`config.mk`:
```
export PLATFORM = sky130hd
export DESIGN_NAME = cu_fsm_ws
export DESIGN_NICKNAME = d
export VERILOG_FILES = /design/src/rtl/cu_pkg.sv /design/src/rtl/cu_wait_timer.sv /design/src/rtl/cu_fsm_ws.sv
export SDC_FILE = /design/constraint.sdc
export NUM_CORES = 1
export LEC_CHECK = 0
export CAP_MARGIN = 20
export CORE_UTILIZATION = 40
export CTS_CLUSTER_SIZE = 12
export DETAILED_ROUTE_END_ITERATION = 16
export GPL_TIMING_DRIVEN = 0
export HOLD_SLACK_MARGIN = 0.12
export PLACE_DENSITY = 0.73
export SLEW_MARGIN = 10
export SYNTH_ARGS = -nofsm -noshare
export SYNTH_HDL_FRONTEND = slang
export SYNTH_HIERARCHICAL = 1
export SYNTH_SLANG_ARGS = --single-unit
```
`constraint.sdc`:
```
create_clock -name CLK -period 3 [get_ports CLK]
set_input_delay 0.45 -clock CLK [delete_from_list [all_inputs] [get_ports CLK]]
set_output_delay 0.45 -clock CLK [all_outputs]
set_load 0.01 [all_outputs]
```
`src/rtl/cu_pkg.sv`:
```
// Shared definitions for the multicycle control unit: state encoding,
// RV32 opcode constants and exception cause codes.
package cu_pkg;

  typedef enum logic [2:0] {
    ST_INIT   = 3'd0,
    ST_FETCH  = 3'd1,
    ST_EXEC   = 3'd2,
    ST_WB     = 3'd3,
    ST_INTR   = 3'd4,
    ST_LDWAIT = 3'd5,
    ST_STWAIT = 3'd6,
    ST_TRAP   = 3'd7
  } state_t;

  typedef enum logic [1:0] {
    CAUSE_NONE     = 2'd0,
    CAUSE_ILLEGAL  = 2'd1,
    CAUSE_FETCH_TO = 2'd2,
    CAUSE_DATA_TO  = 2'd3
  } cause_t;

  localparam logic [6:0] OP_LOAD   = 7'b0000011;
  localparam logic [6:0] OP_STORE  = 7'b0100011;
  localparam logic [6:0] OP_BRANCH = 7'b1100011;
  localparam logic [6:0] OP_SYSTEM = 7'b1110011;
  localparam logic [6:0] OP_RTYPE  = 7'b0110011;
  localparam logic [6:0] OP_ITYPE  = 7'b0010011;
  localparam logic [6:0] OP_JAL    = 7'b1101111;
  localparam logic [6:0] OP_JALR   = 7'b1100111;
  localparam logic [6:0] OP_LUI    = 7'b0110111;
  localparam logic [6:0] OP_AUIPC  = 7'b0010111;

  function automatic logic is_legal_op(input logic [6:0] op);
    case (op)
      OP_LOAD, OP_STORE, OP_BRANCH, OP_SYSTEM, OP_RTYPE,
      OP_ITYPE, OP_JAL, OP_JALR, OP_LUI, OP_AUIPC: is_legal_op = 1'b1;
      default:                                      is_legal_op = 1'b0;
    endcase
  endfunction

endpackage

```
`src/rtl/cu_wait_timer.sv`:
```
// Counts memory wait cycles and flags when the allowed budget is used up.
module cu_wait_timer #(
  parameter int TIMEOUT = 16
) (
  input  logic CLK,
  input  logic RST,
  input  logic clr,
  input  logic inc,
  output logic expired
);

  localparam int CW = (TIMEOUT > 0) ? $clog2(TIMEOUT + 1) : 1;

  logic [CW-1:0] cnt_q, cnt_d;

  // A cycle that both changes state and waits starts the new count at one.
  always_comb begin
    cnt_d = cnt_q;
    if (clr) begin
      cnt_d = inc ? CW'(1) : '0;
    end else if (inc) begin
      cnt_d = cnt_q + 1'b1;
    end
  end

  always_ff @(posedge CLK) begin
    if (!RST) begin
      cnt_q <= '0;
    end else begin
      cnt_q <= cnt_d;
    end
  end

  if (TIMEOUT == 0) begin : g_off
    assign expired = 1'b0;
  end else begin : g_on
    assign expired = (cnt_q >= CW'(TIMEOUT - 1));
  end

endmodule

```
`src/rtl/cu_fsm_ws.sv`:
```
// Multicycle RISC-V control unit: fetch/execute/load-store wait/writeback
// sequencing with memory handshakes, bus timeouts, interrupts and traps.
module cu_fsm_ws
  import cu_pkg::*;
#(
  parameter int TIMEOUT       = 16,
  parameter bit CHECK_ILLEGAL = 1'b1
) (
  input  logic       CLK,
  input  logic       RST,
  input  logic       INTR,
  input  logic       CSR_MIE,
  input  logic [6:0] OPCODE,
  input  logic [2:0] FUNC3,
  input  logic       IMEM_RDY,
  input  logic       DMEM_RDY,
  output logic       PC_WR,
  output logic       RF_WR,
  output logic       CSR_WE,
  output logic       MEM_RE1,
  output logic       MEM_RE2,
  output logic       MEM_WE2,
  output logic       RESET,
  output logic       INT_TAKEN,
  output logic       EXC_TAKEN,
  output logic [1:0] EXC_CAUSE,
  output logic [2:0] STATE
);

  state_t state_q, state_d;
  cause_t cause_q, cause_d;
  state_t retire_state;
  logic   store_stall;
  logic   timer_clr, timer_inc, timer_expired;

  assign retire_state = (INTR && CSR_MIE) ? ST_INTR : ST_FETCH;
  assign store_stall  = (OPCODE == OP_STORE) && !DMEM_RDY;

  always_ff @(posedge CLK) begin
    if (!RST) begin
      state_q <= ST_INIT;
      cause_q <= CAUSE_NONE;
    end else begin
      state_q <= state_d;
      cause_q <= cause_d;
    end
  end

  // RDY arrival is tested before the timeout so a last-cycle RDY succeeds.
  always_comb begin
    state_d = state_q;
    cause_d = cause_q;
    case (state_q)
      ST_INIT:  state_d = ST_FETCH;
      ST_FETCH: begin
        if (IMEM_RDY) begin
          state_d = ST_EXEC;
        end else if (timer_expired) begin
          state_d = ST_TRAP;
          cause_d = CAUSE_FETCH_TO;
        end
      end
      ST_EXEC: begin
        if (OPCODE == OP_LOAD) begin
          state_d = ST_LDWAIT;
        end else if (OPCODE == OP_STORE) begin
          state_d = DMEM_RDY ? retire_state : ST_STWAIT;
        end else if (CHECK_ILLEGAL && !is_legal_op(OPCODE)) begin
          state_d = ST_TRAP;
          cause_d = CAUSE_ILLEGAL;
        end else begin
          state_d = retire_state;
        end
      end
      ST_LDWAIT, ST_STWAIT: begin
        if (DMEM_RDY) begin
          state_d = (state_q == ST_LDWAIT) ? ST_WB : retire_state;
        end else if (timer_expired) begin
          state_d = ST_TRAP;
          cause_d = CAUSE_DATA_TO;
        end
      end
      ST_WB:    state_d = retire_state;
      ST_INTR:  state_d = ST_FETCH;
      ST_TRAP:  state_d = ST_FETCH;
      default:  state_d = ST_INIT;
    endcase
  end

  always_comb begin
    PC_WR     = 1'b0;
    RF_WR     = 1'b0;
    CSR_WE    = 1'b0;
    MEM_RE1   = 1'b0;
    MEM_RE2   = 1'b0;
    MEM_WE2   = 1'b0;
    RESET     = 1'b0;
    INT_TAKEN = 1'b0;
    EXC_TAKEN = 1'b0;
    EXC_CAUSE = 2'd0;
    case (state_q)
      ST_INIT:  RESET   = 1'b1;
      ST_FETCH: MEM_RE1 = 1'b1;
      ST_EXEC: begin
        if (OPCODE == OP_LOAD) begin
          MEM_RE2 = 1'b1;
        end else if (OPCODE == OP_STORE) begin
          MEM_WE2 = 1'b1;
          PC_WR   = DMEM_RDY;
        end else if (OPCODE == OP_BRANCH) begin
          PC_WR = 1'b1;
        end else if (OPCODE == OP_SYSTEM) begin
          PC_WR  = 1'b1;
          RF_WR  = (FUNC3 != 3'd0);
          CSR_WE = (FUNC3 != 3'd0);
        end else if (!(CHECK_ILLEGAL && !is_legal_op(OPCODE))) begin
          RF_WR = 1'b1;
          PC_WR = 1'b1;
        end
      end
      ST_LDWAIT: MEM_RE2 = 1'b1;
      ST_STWAIT: begin
        MEM_WE2 = 1'b1;
        PC_WR   = DMEM_RDY;
      end
      ST_WB: begin
        RF_WR = 1'b1;
        PC_WR = 1'b1;
      end
      ST_INTR: begin
        PC_WR     = 1'b1;
        CSR_WE    = 1'b1;
        INT_TAKEN = 1'b1;
      end
      ST_TRAP: begin
        PC_WR     = 1'b1;
        CSR_WE    = 1'b1;
        EXC_TAKEN = 1'b1;
        EXC_CAUSE = cause_q;
      end
      default: RESET = 1'b1;
    endcase
  end

  assign STATE = state_q;

  // A store's EXEC cycle with DMEM_RDY low already spends one cycle of its data budget.
  always_comb begin
    timer_inc = 1'b0;
    case (state_q)
      ST_FETCH:             timer_inc = !IMEM_RDY;
      ST_EXEC:              timer_inc = store_stall;
      ST_LDWAIT, ST_STWAIT: timer_inc = !DMEM_RDY;
      default:              timer_inc = 1'b0;
    endcase
  end

  assign timer_clr = (state_d != state_q);

  cu_wait_timer #(
    .TIMEOUT(TIMEOUT)
  ) u_timer (
    .CLK    (CLK),
    .RST    (RST),
    .clr    (timer_clr),
    .inc    (timer_inc),
    .expired(timer_expired)
  );

endmodule

```
==> results.sh, run 1 <==
export IMPL_hold_viol_final=0
export IMPL_dpl_hpwl_mm=2.06
export IMPL_tns_ns=0
export IMPL_crit_family="buffers and inverters"
export IMPL_period_needed_ns=2.88
export IMPL_p_leak_nw=0.556
export IMPL_wl_mm=2.59
export IMPL_yosysUniqueCellTypes=49
export IMPL_synth_edf_count=0
export IMPL_skew_ns=0.00324
export IMPL_core_area_sq_mm=0.00225
export IMPL_startpoint_type="input pin"
export IMPL_fp_dieH_microns=51.3
export IMPL_run_status="completed"
export IMPL_vias=1096
export IMPL_yosys_area_share_simple=0.373
export IMPL_maxCapViolCount=0
export IMPL_grt_pass1_wl_mm=4.37
export IMPL_synth_area_sq_um=973
export IMPL_syn_nets=152
export IMPL_rsz0062_at_grt="false"
export IMPL_synthCells=134
export IMPL_yosys_most_used_dff="dfxtp_1"
export IMPL_start_util=0.432
export IMPL_finish_net_count=186
export IMPL_diodes=0
export IMPL_synthMuxAreaShare=0.0219
export IMPL_rows=17
export IMPL_ctsResizeCount=0
export IMPL_synth_adder_area_share=0.0257
export IMPL_drt_iter0_drc=62
export IMPL_antenna_left=0
export IMPL_fillCellCount=230
export IMPL_seqCellArea_sq_um=200
export IMPL_crit_path_end_kind="primary output"
export IMPL_worstPathMaxFanout=5
export IMPL_drt_pass1_iter_count=4
export IMPL_finalCritPeriodShare=0.960
export IMPL_ys_seq_elements=10
export IMPL_worst_pin_slew_ns=0.432
export IMPL_seq_area_frac_synth=0.206
export IMPL_holdWs_ns=0.475
export IMPL_synth_top_family_by_area="simple AND/OR/NAND/NOR gates"
export IMPL_dieArea_sq_mm=0.00263
export IMPL_post_cts_buffers=0
export IMPL_synthXorXnorAreaFrac=0.0270
export IMPL_crit_chain="clkdlybuf4s50_1 > or2_1 > nor4_1 > a21oi_1 > a21oi_1 > clkdlybuf4s50_1"
export IMPL_critPathBufInv=2
export IMPL_area_growth_pct=36.2
export IMPL_cts_buffers=3
export IMPL_holdCritPathClass="reg -> reg"
export IMPL_post_route_util=0.588
export IMPL_avgSynthCellArea_sq_um=7.26
export IMPL_grtUsageTotal=0.220
export IMPL_slowest_stage="clkdlybuf4s50_1"
export IMPL_required_ns=2.55
export IMPL_grt_pass1_vias=987
export IMPL_critical_path_class="in -> out"
export IMPL_slew_viol_final=0
export IMPL_drive_above_1_share=0.0964
export IMPL_synth_compound_area_frac=0.288
export IMPL_vias_per_cell=5.65
export IMPL_clk_pin_slew_ns=0.06
export IMPL_grt_max_degree=11
export IMPL_die_w_microns=51.3
export IMPL_clk_latency_ns=0.25
export IMPL_crit_arrival_ns=2.43
export IMPL_cts_max_level=1
export IMPL_ios=30
export IMPL_ys_warn_count=6
export IMPL_max_freq_ghz=0.347
export IMPL_cts_tree="done"
export IMPL_overflow=0
export IMPL_drt_wirelength_per_cell_microns=13.4
export IMPL_antenna_found_initial=0
export IMPL_ctsLongestPathBuffers=2
export IMPL_final_setup_viol_count=0
export IMPL_cts_sinks=10
export IMPL_gp_congestion=0.856
export IMPL_max_slew_margin_rel=0.709
export IMPL_async_flop_share=0
export IMPL_vdd_ir_drop_worst_uv=276
export IMPL_powerDensity_mw_per_mm2=321
export IMPL_port_buffers=29
export IMPL_max_stage_delay_ns=0.55
export IMPL_remaining_drc_errors=0
export IMPL_multiInputGateArea_sq_um=716
export IMPL_cts_root_buf="clkbuf_4"
export IMPL_cts_hold_buf=0
stage by stage:
| stage | power, mW | instance area [sq um] | cells | setup slack, ns |
|---|---|---|---|---|
| finish | 0.426 | 1330 | 194 | 0.119 |
| global route | 0.460 | 1330 | 194 | 0.00550 |
| global placement | 0.338 | 1300 | 191 | 0.142 |
| floorplan | 0.264 | 973 | 134 | 0.794 |
| detailed placement | 0.341 | 1300 | 191 | 0.106 |
| CTS | 0.431 | 1320 | 194 | 0.101 |
report_power, final:
group / switching [mW] / internal [mW] / total [mW]
logic: 0.0982 / 0.0948 / 0.193
clock network: 0.0403 / 0.0461 / 0.0863
registers: 0.00559 / 0.141 / 0.147
layout make-up:
| class | count | area share |
|---|---|---|
| multi-input cells | 112 | 0.540 |
| repair buffers | 29 | 0.223 |
| flip-flops and latches | 10 | 0.151 |
| plain buffers | 7 | 0.0292 |
| well taps | 28 | 0.0264 |
| clock buffers | 3 | 0.0170 |
| inverters | 5 | 0.0142 |
cell usage in the layout, fill, tap and decap left out, types with 2 or more instances in the layout:
cell	Yosys	routed
clkdlybuf4s50_1	0	27
nand2_1	15	15
nor2_1	13	13
dfxtp_1	10	10
o21ai_0	9	9
a21oi_1	8	8
and2_1	6	6
nand2b_1	5	5
buf_2	4	4
nor3_1	4	4
inv_1	4	4
nor2b_1	4	4
nand3_1	4	4
and3_1	3	3
o32ai_1	3	3
o211a_1	3	3
clkbuf_4	0	3
clkbuf_1	2	2
or2_1	2	2
nand4_1	2	2
dlymetal6s2s_1	0	2
xor2_1	2	2
ha_1	2	2
Yosys cell counts, drive strengths merged, types with 3 or more instances:
master / instances / area, sq um
nand4: 3 / 33.8
and2: 7 / 45.1
nor2: 13 / 48.8
a21oi: 9 / 48.8
o32ai: 3 / 26.3
nand2b: 6 / 40.0
nor3: 4 / 20.0
o211a: 3 / 30.0
nor2b: 4 / 25.0
inv: 4 / 15.0
and3: 3 / 18.8
nand3: 4 / 20.0
dfxtp: 10 / 200
buf: 5 / 31.3
o21ai: 9 / 45.0
nand2: 15 / 56.3
registers in the layout, summed over array words and instances (netlist names):
register / cells
cause_q: 2
STATE: 3
u_timer/cnt_q: 5
tightest hold or removal path, delay by kind of cell (launching register included):
kind / cells / cell delay, ns
compound gates: 2 / 0.12
flops: 1 / 0.30
cells by family after synthesis:
kind of cell / count (synthesis)
buffers and inverters: 12
adders and majority gates: 2
and+or+nand+nor: 66
muxes: 2
AOI/OAI and AO/OA: 39
xor gates and xnor gates: 3
DFF: 10
routing by layer:
metal  track usage  wire length, microns
met1         0.280                  1190
met2         0.360                  1210
met3        0.0595                   175
met4        0.0676                    19
met5             0                     0
worst paths after layout:
kind                    startpoint          endpoint  cells past startpoint  slack, ns
setup / recovery         OPCODE[3]            CSR_WE                      6       0.12
hold / removal          cause_q[1]        cause_q[1]                      2       0.48
setup reg to reg  u_timer/cnt_q[0]  u_timer/cnt_q[0]                     12       0.52
hold reg to reg         cause_q[1]        cause_q[1]                      2       0.48
Note: power is estimated with default switching activity, not from simulation.
==> run 2: changes to the inputs <==
--- a/config.mk
+++ b/config.mk
@@ -7,11 +7,13 @@
 export LEC_CHECK = 0
 export CAP_MARGIN = 20
 export CORE_UTILIZATION = 40
+export CTS_BUF_LIST = sky130_fd_sc_hd__clkbuf_8 sky130_fd_sc_hd__clkbuf_16
 export CTS_CLUSTER_SIZE = 12
 export DETAILED_ROUTE_END_ITERATION = 16
 export GPL_TIMING_DRIVEN = 0
 export HOLD_SLACK_MARGIN = 0.12
 export PLACE_DENSITY = 0.73
+export SKIP_LAST_GASP = 1
 export SLEW_MARGIN = 10
 export SYNTH_ARGS = -nofsm -noshare
 export SYNTH_HDL_FRONTEND = slang
==> constraint.sdc (replaced) <==
create_clock -name CLK -period 3.1 [get_ports CLK]
set_input_delay 0.465 -clock CLK [delete_from_list [all_inputs] [get_ports CLK]]
set_output_delay 0.465 -clock CLK [all_outputs]
set_load 0.01 [all_outputs]
==> results.sh, run 2 (same netlist as run 1, synthesis figures left out) <==
export IMPL_clkPwrFrac=0.278
export IMPL_skew_ns=0.00124
export IMPL_drt_wirelength_per_cell_microns=13.2
export IMPL_layout_commonest_cell="clkdlybuf4s50_1"
export IMPL_r2r_start="u_timer/cnt_q[0]"
export IMPL_drive_above_1_share=0.0964
export IMPL_max_slew_margin_rel=0.711
export IMPL_crit_end="CSR_WE"
export IMPL_dpl_hpwl_mm=2.06
export IMPL_grtUsageTotal=0.220
export IMPL_finalCritPeriodShare=0.940
export IMPL_die_w_microns=51.3
export IMPL_required_ns=2.63
export IMPL_run_status="completed"
export IMPL_ctsResizeCount=0
export IMPL_highest_layer="met4"
export IMPL_met1_length_mm=1.20
export IMPL_final_setup_viol_count=0
export IMPL_cts_root_buf="clkbuf_8"
export IMPL_ff2ff_setup_slack_ns=0.63
export IMPL_cts_max_level=1
export IMPL_slew_viol_final=0
export IMPL_grt_pass1_vias=1004
export IMPL_holdWs_ns=0.474
export IMPL_crit_path_end_kind="primary output"
export IMPL_grt_max_degree=11
export IMPL_cts_hold_buf=0
export IMPL_antenna_found_initial=0
export IMPL_wl_mm=2.57
export IMPL_vias_per_cell=5.68
export IMPL_met3_length_microns=166
export IMPL_final_cell_mix="29 x clkdlybuf4s50_1, 15 x nand2_1, 13 x nor2_1, 10 x dfxtp_1, 9 x o21ai_0"
export IMPL_dieArea_sq_mm=0.00263
export IMPL_grt_pass1_wl_mm=4.39
export IMPL_gp_congestion=0.856
export IMPL_core_area_sq_mm=0.00225
export IMPL_drt_pass1_iter_count=5
export IMPL_rsz0062_at_grt="false"
export IMPL_antenna_left=0
export IMPL_port_buffers=29
export IMPL_worstPathMaxFanout=5
export IMPL_p_int_mw=0.314
export IMPL_period_needed_ns=2.91
export IMPL_fp_dieH_microns=51.3
export IMPL_p_leak_nw=0.537
export IMPL_clk_pin_slew_ns=0.04
export IMPL_vias=1101
export IMPL_cts_sinks=10
export IMPL_p_sw_mw=0.143
export IMPL_tns_ns=0
export IMPL_maxCapViolCount=0
export IMPL_ios=30
export IMPL_rows=17
export IMPL_holdCritPathClass="reg -> reg"
export IMPL_hold_viol_final=0
export IMPL_start_util=0.432
export IMPL_post_cts_buffers=0
export IMPL_cts_tree="done"
export IMPL_critical_path_class="in -> out"
export IMPL_largest_register_ffs=5
export IMPL_p_sw_frac=0.313
export IMPL_overflow=0
export IMPL_crit_arrival_ns=2.45
export IMPL_startpoint_type="input pin"
export IMPL_route_met2_wl_mm=1.18
export IMPL_vdd_ir_drop_worst_uv=321
export IMPL_worst_pin_slew_ns=0.430
export IMPL_place_inst=191
export IMPL_remaining_drc_errors=0
export IMPL_powerDensity_mw_per_mm2=341
export IMPL_drt_iter0_drc=53
export IMPL_ctsLongestPathBuffers=2
export IMPL_r2r_end="u_timer/cnt_q[0]"
export IMPL_seqPwrFrac=0.313
export IMPL_area_growth_pct=37.7
export IMPL_diodes=0
export IMPL_final_cells=194
export IMPL_crit_path_start="OPCODE[3]"
export IMPL_reg2regPathDepth=12
export IMPL_top_register="u_timer/cnt_q"
export IMPL_combPwrFrac=0.409
export IMPL_cts_buffers=3
export IMPL_clk_latency_ns=0.23
export IMPL_max_freq_ghz=0.343
export IMPL_finish_net_count=186
[run 2: power groups by stage]
stage	Combinational, mW	Sequential (mW)	Clock [mW]
2_1_floorplan	0.109	0.146	0
3_3_place_gp	0.182	0.145	0
3_5_place_dp	0.185	0.145	0
4_1_cts	0.186	0.143	0.131
5_1_grt	0.205	0.144	0.139
6_report	0.187	0.143	0.127
[run 2: worst min-delay path by stage]
| stage | endpoint | from | slack (ns) | depth (start not counted) |
|---|---|---|---|---|
| after floorplan | cause_q[1] | cause_q[1] | 0.44 | 2 |
| after global placement | cause_q[1] | cause_q[1] | 0.46 | 2 |
| after detailed placement | cause_q[1] | cause_q[1] | 0.47 | 2 |
| after CTS | cause_q[1] | cause_q[1] | 0.48 | 2 |
| after global routing | cause_q[1] | cause_q[1] | 0.51 | 2 |
| final | cause_q[1] | cause_q[1] | 0.47 | 2 |
[run 2: final cells by class]
cell class              instances  area (sq um)
plain buffers                   7          38.8
clock buffers                   3          41.3
fillers                       228           915
inverters                       5          18.8
multi-input cells             112           716
flip-flops and latches         10           200
well taps                      28          35.0
repair buffers                 29           290
[run 2: per-stage QoR]
step / utilization / power (mW) / setup WS [ns] / area (sq um)
2_1_floorplan: - / 0.255 / 0.894 / 973
3_3_place_gp: 0.576 / 0.327 / 0.212 / 1300
3_5_place_dp: 0.576 / 0.330 / 0.176 / 1300
4_1_cts: 0.594 / 0.460 / 0.171 / 1340
5_1_grt: 0.594 / 0.488 / 0.0326 / 1340
6_report: 0.594 / 0.457 / 0.187 / 1340
[run 2: per-layer routing]
metal	global-route usage	vias up
met5	0	-
met4	0.0676	0
met3	0.0506	4
met2	0.368	50
met1	0.276	497
li1	-	550
[run 2: worst max-delay path: stages]
cell             delay [ns]
clkdlybuf4s50_1        0.50
or2_1                  0.28
nor4_1                 0.37
a21oi_1                0.12
a21oi_1                0.16
clkdlybuf4s50_1        0.55
==> run 3: changes to the inputs <==
==> constraint.sdc (replaced) <==
create_clock -name CLK -period 3.1 [get_ports CLK]
set_input_delay 0.31 -clock CLK [delete_from_list [all_inputs] [get_ports CLK]]
set_output_delay 0.31 -clock CLK [all_outputs]
set_load 0.01 [all_outputs]
==> results of run 3 <==
Same layout as run 2 (identical final DEF). Status: completed.
Main changes from that run: setup slack after placement 0.176 ns -> 0.486 ns; setup slack after layout 0.187 ns -> 0.497 ns
